`config.mk`:
```
export PLATFORM = sky130hd
export DESIGN_NAME = dds_sweep_ctrl_flat
export DESIGN_NICKNAME = d
export VERILOG_FILES = /design/src/rtl/dds_sweep_ctrl_if.sv /design/src/rtl/dds_sweep_ctrl.sv /design/src/flat_wrapper.sv
export SDC_FILE = /design/constraint.sdc
export NUM_CORES = 1
export LEC_CHECK = 0
export ABC_AREA = 0
export CAP_MARGIN = 30
export CORE_ASPECT_RATIO = 1.4
export CORE_MARGIN = 3
export CORE_UTILIZATION = 62
export DETAILED_ROUTE_END_ITERATION = 7
export GPL_ROUTABILITY_DRIVEN = 0
export PLACE_DENSITY = 0.93
export SYNTH_ARGS = -nofsm -noshare
export SYNTH_HDL_FRONTEND = slang
export SYNTH_SLANG_ARGS = --single-unit
export TNS_END_PERCENT = 30
```
`constraint.sdc`:
```
create_clock -name clk_i -period 12.7 [get_ports clk_i]
set_input_delay 1.905 -clock clk_i [delete_from_list [all_inputs] [get_ports clk_i]]
set_output_delay 1.905 -clock clk_i [all_outputs]
set_load 0.02 [all_outputs]
```
`src/rtl/dds_sweep_ctrl_if.sv`:
```
// Sweep-controller bus: configuration and control from the host (master),
// phase increment and status back from the controller (slave).
//   start_i/stop_i/mode_i            sweep control
//   inc_start_i/inc_stop_i/inc_step_i sweep endpoints and step magnitude
//   dwell_i                          hold time per value, minus one
//   phase_inc_o                      phase increment toward the DDS
//   busy_o/done_o/wrap_o             sweep status and 1-cycle event pulses
interface dds_sweep_ctrl_if #(
  parameter int unsigned PHASE_WIDTH = 16,
  parameter int unsigned DWELL_WIDTH = 16
);
  logic                   start_i;
  logic                   stop_i;
  logic                   mode_i;
  logic [PHASE_WIDTH-1:0] inc_start_i;
  logic [PHASE_WIDTH-1:0] inc_stop_i;
  logic [PHASE_WIDTH-1:0] inc_step_i;
  logic [DWELL_WIDTH-1:0] dwell_i;
  logic [PHASE_WIDTH-1:0] phase_inc_o;
  logic                   busy_o;
  logic                   done_o;
  logic                   wrap_o;

  modport master (
    output start_i, stop_i, mode_i, inc_start_i, inc_stop_i, inc_step_i, dwell_i,
    input  phase_inc_o, busy_o, done_o, wrap_o
  );

  modport slave (
    input  start_i, stop_i, mode_i, inc_start_i, inc_stop_i, inc_step_i, dwell_i,
    output phase_inc_o, busy_o, done_o, wrap_o
  );
endinterface

```
`src/rtl/dds_sweep_ctrl.sv`:
```
// Frequency-sweep controller feeding a DDS phase_inc_i input. Steps the phase
// increment from a start to a stop value, holding each value dwell+1 cycles,
// in single-shot or continuous mode, up or down, clamping at the stop value.
// Ports:
//   clk_i    clock
//   arstn_i  asynchronous active-low reset
//   sw       dds_sweep_ctrl_if.slave (config/control in, phase_inc/status out)
// Build option: define SWEEP_TRIANGLE_EN to make continuous sweeps reverse at
// each endpoint (triangle) instead of jumping back to the start (sawtooth).
module dds_sweep_ctrl #(
  parameter int unsigned PHASE_WIDTH = 16,
  parameter int unsigned DWELL_WIDTH = 16
) (
  input  logic            clk_i,
  input  logic            arstn_i,
  dds_sweep_ctrl_if.slave sw
);

  localparam int unsigned PW = PHASE_WIDTH;
  localparam int unsigned DW = DWELL_WIDTH;

  typedef enum logic [0:0] {
    IDLE = 1'b0,
    HOLD = 1'b1
  } state_t;

  // Latched sweep configuration; origin/target swap on each triangle reversal.
  typedef struct packed {
    logic          mode;
    logic          dir_down;
    logic [PW-1:0] origin;
    logic [PW-1:0] target;
    logic [PW-1:0] step;
    logic [DW-1:0] dwell;
  } cfg_t;

  state_t        state_q, state_d;
  cfg_t          cfg_q, cfg_d;
  logic [DW-1:0] cnt_q, cnt_d;
  logic [PW-1:0] phase_q, phase_d;
  logic          busy_q, busy_d;
  logic          done_q, done_d;
  logic          wrap_q, wrap_d;

  logic [PW-1:0] step_eff;
  logic [PW:0]   sum_up;
  logic [PW:0]   diff_dn;
  logic [PW-1:0] next_val;

  // Next value toward the target, clamped on overshoot, carry or borrow.
  always_comb begin
    step_eff = (cfg_q.step == '0) ? PW'(1) : cfg_q.step;
    sum_up   = {1'b0, phase_q} + {1'b0, step_eff};
    diff_dn  = {1'b0, phase_q} - {1'b0, step_eff};
    if (cfg_q.dir_down) begin
      next_val = (diff_dn[PW] || (diff_dn[PW-1:0] <= cfg_q.target)) ? cfg_q.target
                                                                     : diff_dn[PW-1:0];
    end else begin
      next_val = (sum_up[PW] || (sum_up[PW-1:0] >= cfg_q.target)) ? cfg_q.target
                                                                  : sum_up[PW-1:0];
    end
  end

  // Next-state and output logic; stop_i outranks start and end of sweep.
  always_comb begin
    state_d = state_q;
    cfg_d   = cfg_q;
    cnt_d   = cnt_q;
    phase_d = phase_q;
    busy_d  = busy_q;
    done_d  = 1'b0;
    wrap_d  = 1'b0;

    case (state_q)
      IDLE: begin
        if (sw.stop_i) begin
          phase_d = '0;
          busy_d  = 1'b0;
        end else if (sw.start_i) begin
          cfg_d.mode     = sw.mode_i;
          cfg_d.dir_down = (sw.inc_stop_i < sw.inc_start_i);
          cfg_d.origin   = sw.inc_start_i;
          cfg_d.target   = sw.inc_stop_i;
          cfg_d.step     = sw.inc_step_i;
          cfg_d.dwell    = sw.dwell_i;
          phase_d        = sw.inc_start_i;
          busy_d         = 1'b1;
          cnt_d          = '0;
          state_d        = HOLD;
        end
      end

      HOLD: begin
        if (sw.stop_i) begin
          state_d = IDLE;
          phase_d = '0;
          busy_d  = 1'b0;
          cnt_d   = '0;
        end else if (cnt_q != cfg_q.dwell) begin
          cnt_d = cnt_q + DW'(1);
        end else begin
          cnt_d = '0;
          if (phase_q == cfg_q.target) begin
            if (!cfg_q.mode) begin
              state_d = IDLE;
              busy_d  = 1'b0;
              done_d  = 1'b1;
            end else begin
              wrap_d = 1'b1;
`ifdef SWEEP_TRIANGLE_EN
              // Only reachable with start==stop: the single value repeats.
              phase_d = phase_q;
`else
              phase_d = cfg_q.origin;
`endif
            end
          end else begin
            phase_d = next_val;
`ifdef SWEEP_TRIANGLE_EN
            // Reverse on arrival so the endpoint is emitted only once.
            if (cfg_q.mode && (next_val == cfg_q.target)) begin
              wrap_d         = 1'b1;
              cfg_d.origin   = cfg_q.target;
              cfg_d.target   = cfg_q.origin;
              cfg_d.dir_down = ~cfg_q.dir_down;
            end
`endif
          end
        end
      end

      default: begin
        state_d = IDLE;
      end
    endcase
  end

  // State and output registers.
  always_ff @(posedge clk_i or negedge arstn_i) begin
    if (!arstn_i) begin
      state_q <= IDLE;
      cfg_q   <= '0;
      cnt_q   <= '0;
      phase_q <= '0;
      busy_q  <= 1'b0;
      done_q  <= 1'b0;
      wrap_q  <= 1'b0;
    end else begin
      state_q <= state_d;
      cfg_q   <= cfg_d;
      cnt_q   <= cnt_d;
      phase_q <= phase_d;
      busy_q  <= busy_d;
      done_q  <= done_d;
      wrap_q  <= wrap_d;
    end
  end

  assign sw.phase_inc_o = phase_q;
  assign sw.busy_o      = busy_q;
  assign sw.done_o      = done_q;
  assign sw.wrap_o      = wrap_q;

endmodule

```
`src/flat_wrapper.sv`:
```
// flat-port wrapper written by rule: the top's interface ports become plain ports
module dds_sweep_ctrl_flat 
#(
  parameter int unsigned PHASE_WIDTH = 16,
  parameter int unsigned DWELL_WIDTH = 16
)
  (clk_i, arstn_i, sw_start_i, sw_stop_i, sw_mode_i, sw_inc_start_i, sw_inc_stop_i, sw_inc_step_i, sw_dwell_i, sw_phase_inc_o, sw_busy_o, sw_done_o, sw_wrap_o);
  dds_sweep_ctrl_if #(.PHASE_WIDTH(PHASE_WIDTH), .DWELL_WIDTH(DWELL_WIDTH)) sw_i ();
  input  logic clk_i;
  input  logic arstn_i;
  input wire logic [$bits(sw_i.start_i)-1:0] sw_start_i;
  input wire logic [$bits(sw_i.stop_i)-1:0] sw_stop_i;
  input wire logic [$bits(sw_i.mode_i)-1:0] sw_mode_i;
  input wire logic [$bits(sw_i.inc_start_i)-1:0] sw_inc_start_i;
  input wire logic [$bits(sw_i.inc_stop_i)-1:0] sw_inc_stop_i;
  input wire logic [$bits(sw_i.inc_step_i)-1:0] sw_inc_step_i;
  input wire logic [$bits(sw_i.dwell_i)-1:0] sw_dwell_i;
  output wire logic [$bits(sw_i.phase_inc_o)-1:0] sw_phase_inc_o;
  output wire logic [$bits(sw_i.busy_o)-1:0] sw_busy_o;
  output wire logic [$bits(sw_i.done_o)-1:0] sw_done_o;
  output wire logic [$bits(sw_i.wrap_o)-1:0] sw_wrap_o;
  assign sw_i.start_i = sw_start_i;
  assign sw_i.stop_i = sw_stop_i;
  assign sw_i.mode_i = sw_mode_i;
  assign sw_i.inc_start_i = sw_inc_start_i;
  assign sw_i.inc_stop_i = sw_inc_stop_i;
  assign sw_i.inc_step_i = sw_inc_step_i;
  assign sw_i.dwell_i = sw_dwell_i;
  assign sw_phase_inc_o = sw_i.phase_inc_o;
  assign sw_busy_o = sw_i.busy_o;
  assign sw_done_o = sw_i.done_o;
  assign sw_wrap_o = sw_i.wrap_o;
  dds_sweep_ctrl #(.PHASE_WIDTH(PHASE_WIDTH), .DWELL_WIDTH(DWELL_WIDTH)) u_core (.clk_i(clk_i), .arstn_i(arstn_i), .sw(sw_i));
endmodule
```
==> impl_results.rst <==
.. list-table::
   :header-rows: 1

   * - Metric
     - Value
   * - Max Cap Viol
     - 0
   * - Number of buffers on the longest clock path
     - 2
   * - Number of placement rows
     - 47
   * - Number of placed I/O pins
     - 88
   * - Number of endpoints failing setup at the final stage
     - 0
   * - DR iter-0 viols
     - 768
   * - Nets@finish
     - 1,143
   * - Antenna violations before repair
     - 0
   * - Worst-case headroom to the max-slew limit
     - 34.4%
   * - Worst R2R End
     - u_core.sw.phase_inc_o[12]$_DFFE_PN0P_
   * - Launch instance of the worst register-to-register path
     - u_core.cfg_q[17]$_DFFE_PN0P_
   * - Via count
     - 7,536
   * - TritonCTS clock tree
     - done
   * - Count of input and output buffers
     - 87
   * - Net count after synthesis
     - 1,090
   * - Max FO, Critical Path
     - 11
   * - Worst-Skew Late Latency
     - 0.35 ns
   * - Area of the multi-input gates
     - 0.00481 sq mm
   * - Post-detailed-placement half-perimeter wirelength
     - 17.4 mm
   * - Top cells by area in the synthesized netlist
     - sky130_fd_sc_hd__dfrtp_1 33%, sky130_fd_sc_hd__ha_1 13%, sky130_fd_sc_hd__nand2_1 7.6%
   * - Origin of the worst min-delay path
     - u_core.cfg_q[55]$_DFFE_PN0P_
   * - Hold path cells
     - 2
   * - Minimum clock period
     - 6.09 ns
   * - Setup repair after global routing missed its margin
     - false
   * - Final clock period utilization by the worst path
     - 47.9%
   * - Endpoint of the worst hold-timing path
     - u_core.cfg_q[55]$_DFFE_PN0P_
   * - CTS H-tree depth
     - 3
   * - Proportion of layout cells with a drive suffix above 1
     - 3.93%
   * - Arrival time at the worst endpoint
     - 6.36 ns
   * - Overflow left after global routing
     - 0
   * - Status
     - finished, final reports clean
   * - CP max stage delay
     - 0.64 ns
   * - Number of hold buffers added after CTS
     - 0
   * - Commonest non-fill, non-tap cell in the layout
     - sky130_fd_sc_hd__nand2_1
   * - DRC violation count after routing
     - 0
   * - Yosys top cell area share
     - 32.6%
   * - Worst Setup Start Kind
     - flop
   * - Register area share after synthesis
     - 32.6%
   * - Number of standard cells after synthesis
     - 935
   * - Filler Cells Inserted
     - 845
   * - Maximum number of pins on one net before global-route repair
     - 74
   * - CP Cell Sequence
     - nor4_1 > a41o_1 > ha_1 > inv_1 > fa_1 > a211oi_2 > o21ai_1 > a311o_1 > o41a_1 > xnor2_1 > ha_1 > nand4_1 > nor4_1 > a21boi_1 > o311ai_1 > nor2_1 > nor2_1 > a211o_1 > a31oi_1
   * - Critical Path End Type
     - flop
   * - Mapped Area
     - 0.00783 sq mm
   * - CTS Root Cell
     - sky130_fd_sc_hd__clkbuf_16
   * - Warnings from Yosys
     - 0
   * - Clock sink count
     - 102
   * - CP max-delay cell
     - sky130_fd_sc_hd__nor2_1
   * - Critical Path RT
     - 12.97 ns
   * - Count of cell types in the netlist
     - 74
   * - EDFF count, synth
     - 0
   * - Count of antenna-violating nets left after detailed routing
     - 0
   * - Slew at the pin closest to its max-slew limit
     - 0.959 ns
   * - Final hold violation count
     - 0
   * - Post-synthesis area per instance
     - 8.37 sq um
   * - WL per Instance
     - 20.6 um
   * - Detailed-router iteration count before antenna repair
     - 6
   * - Floorplan die height
     - 139 um
   * - Global Route Usage Sum
     - 34.2%
   * - Worst Skew
     - 0.00846 ns
   * - Growth of design area from synthesis to finish
     - 15.4%
   * - Max-slew violations
     - 0
   * - Static leakage
     - 0.00416 uW
   * - Post-cts repair resize count
     - 0
   * - Async S/R FF share, synth
     - 100%
   * - R2R depth
     - 19
   * - Count of inserted antenna diode cells
     - 0
   * - Achievable frequency
     - 164 MHz
   * - Reg2reg setup slack
     - 6.61 ns
   * - Wire length of the first global-routing pass
     - 37.9 mm
   * - Sequential cell area
     - 0.00255 sq mm
   * - Area of the die
     - 0.0140 sq mm
   * - Clock transition time at the flip-flop clock pins of the worst setup and hold paths
     - 0.07 ns
   * - Hold_ws
     - 0.485 ns
   * - Die extent in x
     - 101 um
   * - Commonest non-fill, non-tap cells in the layout
     - 158 x sky130_fd_sc_hd__nand2_1, 102 x sky130_fd_sc_hd__dfrtp_1, 86 x sky130_fd_sc_hd__clkdlybuf4s50_1
   * - Worst Path Class, Setup
     - flop to flop
   * - Dominant register cell in the synthesized netlist
     - sky130_fd_sc_hd__dfrtp_1
   * - Aggregate routed wire length
     - 23.5 mm
   * - Area of the core
     - 0.0121 sq mm
   * - Setup TNS after final layout
     - 0 ns
   * - Biggest area consumer among synthesized cells
     - sky130_fd_sc_hd__dfrtp_1
   * - Clock buffers created by TritonCTS
     - 9
   * - Detailed-route vias per instance
     - 6.61
   * - Worst hold path type
     - flop to flop
   * - Register bit total from synthesis
     - 102
   * - Initial cell density of the core
     - 64.9%
   * - Max VDD drop
     - 82.4 uV
   * - PD cells
     - 178 mW/mm^2
   * - Setup fix buffers added after clock tree synthesis
     - 0
   * - Vias in the first global route
     - 7,530
-- metal layers --
layer / wire [um] / vias to the layer above / global-route usage (%)
li1: - / 3373 / -
met1: 8450 / 3559 / 40.3
met2: 11700 / 469 / 57.3
met3: 1690 / 135 / 5.74
met4: 1630 / 0 / 20.9
met5: 0 / - / 0
-- area by class of cell --
type                            instances  area share [%]
Timing Repair Buffer                   93            10.1
Clock buffer                           10            2.54
Multi-Input combinational cell        718            53.3
Inverter                               64            2.69
Sequential cell                       102            28.3
Clock inverter                          6            1.03
Tap cell                              147            2.04
-- through the flow --
stage	utilization (%)	cells	power [uW]	area, sq um	setup slack, ns
6_report	74.9	1140	1610	9030	6.61
5_1_grt	74.9	1140	1700	9030	6.45
4_1_cts	74.9	1140	1580	9030	6.87
3_5_place_dp	72.2	1124	1250	8710	6.92
3_3_place_gp	72.2	1124	1220	8710	7.14
2_1_floorplan	-	935	1020	7830	7.99
-- synth_stat cells (5+ instances only) --
master and instances:
sky130_fd_sc_hd__dfrtp_1 102, sky130_fd_sc_hd__clkbuf_1 39, sky130_fd_sc_hd__o21ai_1 8, sky130_fd_sc_hd__o22ai_1 7, sky130_fd_sc_hd__a21oi_1 45, sky130_fd_sc_hd__o211ai_1 8
sky130_fd_sc_hd__nand2b_1 12, sky130_fd_sc_hd__nor2_1 59, sky130_fd_sc_hd__buf_2 7, sky130_fd_sc_hd__nand4_1 10, sky130_fd_sc_hd__and4_1 5, sky130_fd_sc_hd__inv_1 63
sky130_fd_sc_hd__o21a_1 7, sky130_fd_sc_hd__nor3_1 6, sky130_fd_sc_hd__ha_1 84, sky130_fd_sc_hd__a31oi_1 8, sky130_fd_sc_hd__nor2b_1 13, sky130_fd_sc_hd__nor4_1 10
sky130_fd_sc_hd__xor2_1 26, sky130_fd_sc_hd__nand2_1 158, sky130_fd_sc_hd__o21ai_0 77, sky130_fd_sc_hd__and3_1 8, sky130_fd_sc_hd__nand3_1 17, sky130_fd_sc_hd__xnor2_1 36
sky130_fd_sc_hd__a211oi_1 9, sky130_fd_sc_hd__or3_1 6, sky130_fd_sc_hd__o221ai_1 6, sky130_fd_sc_hd__a21o_1 18
-- worst max-delay path, delay by kind of cell (launching register included) --
kind                     cells  cell delay (ns)
AO/OA/AOI/OAI                9             2.35
XOR/XNOR                     1             0.15
adder cells (fa/ha/maj)      3             0.92
buffers and inverters        1             0.05
flip-flops                   1             0.43
AND/OR/NAND/NOR              5             2.09
-- power breakdown --
group          internal (uW)  total [uW]  switching, uW
sequential               372         432           60.5
clock                    175         305            130
combinational            348         871            523
total                    895        1610            714
-- state kept, by name (all words and copies together), names as in the netlist --
name	flops
u_core.sw.wrap_o	1
u_core.cnt_q	16
u_core.sw.phase_inc_o	16
u_core.sw.done_o	1
u_core.sw.busy_o	1
u_core.cfg_q	66
u_core.state_q	1
-- kinds of logic (layout without fill, tap and decap cells) --
kind of cell | Yosys count | in the layout | synth area share [%]
fa+ha+maj | 86 | 86 | 13.9
simple gates | 312 | 312 | 18.1
flops | 102 | 102 | 32.6
xor+xnor | 62 | 62 | 6.94
compound gates | 255 | 255 | 22.0
mux | 3 | 3 | 0.384
buf+inv | 115 | 173 | 5.95
-- worst max-delay path by stage --
stage | from | endpoint | slack [ns] | cells past startpoint
3_3_place_gp | u_core.cfg_q[17]$_DFFE_PN0P_ | u_core.sw.phase_inc_o[12]$_DFFE_PN0P_ | 7.14 | 19
4_1_cts | u_core.cfg_q[17]$_DFFE_PN0P_ | u_core.sw.phase_inc_o[12]$_DFFE_PN0P_ | 6.87 | 19
6_report | u_core.cfg_q[17]$_DFFE_PN0P_ | u_core.sw.phase_inc_o[12]$_DFFE_PN0P_ | 6.61 | 19
3_5_place_dp | u_core.cfg_q[17]$_DFFE_PN0P_ | u_core.sw.phase_inc_o[12]$_DFFE_PN0P_ | 6.92 | 19
2_1_floorplan | u_core.cfg_q[25]$_DFFE_PN0P_ | u_core.sw.phase_inc_o[15]$_DFFE_PN0P_ | 7.99 | 19
5_1_grt | u_core.cfg_q[17]$_DFFE_PN0P_ | u_core.sw.phase_inc_o[12]$_DFFE_PN0P_ | 6.45 | 19
(Power assumes the default switching activity.)
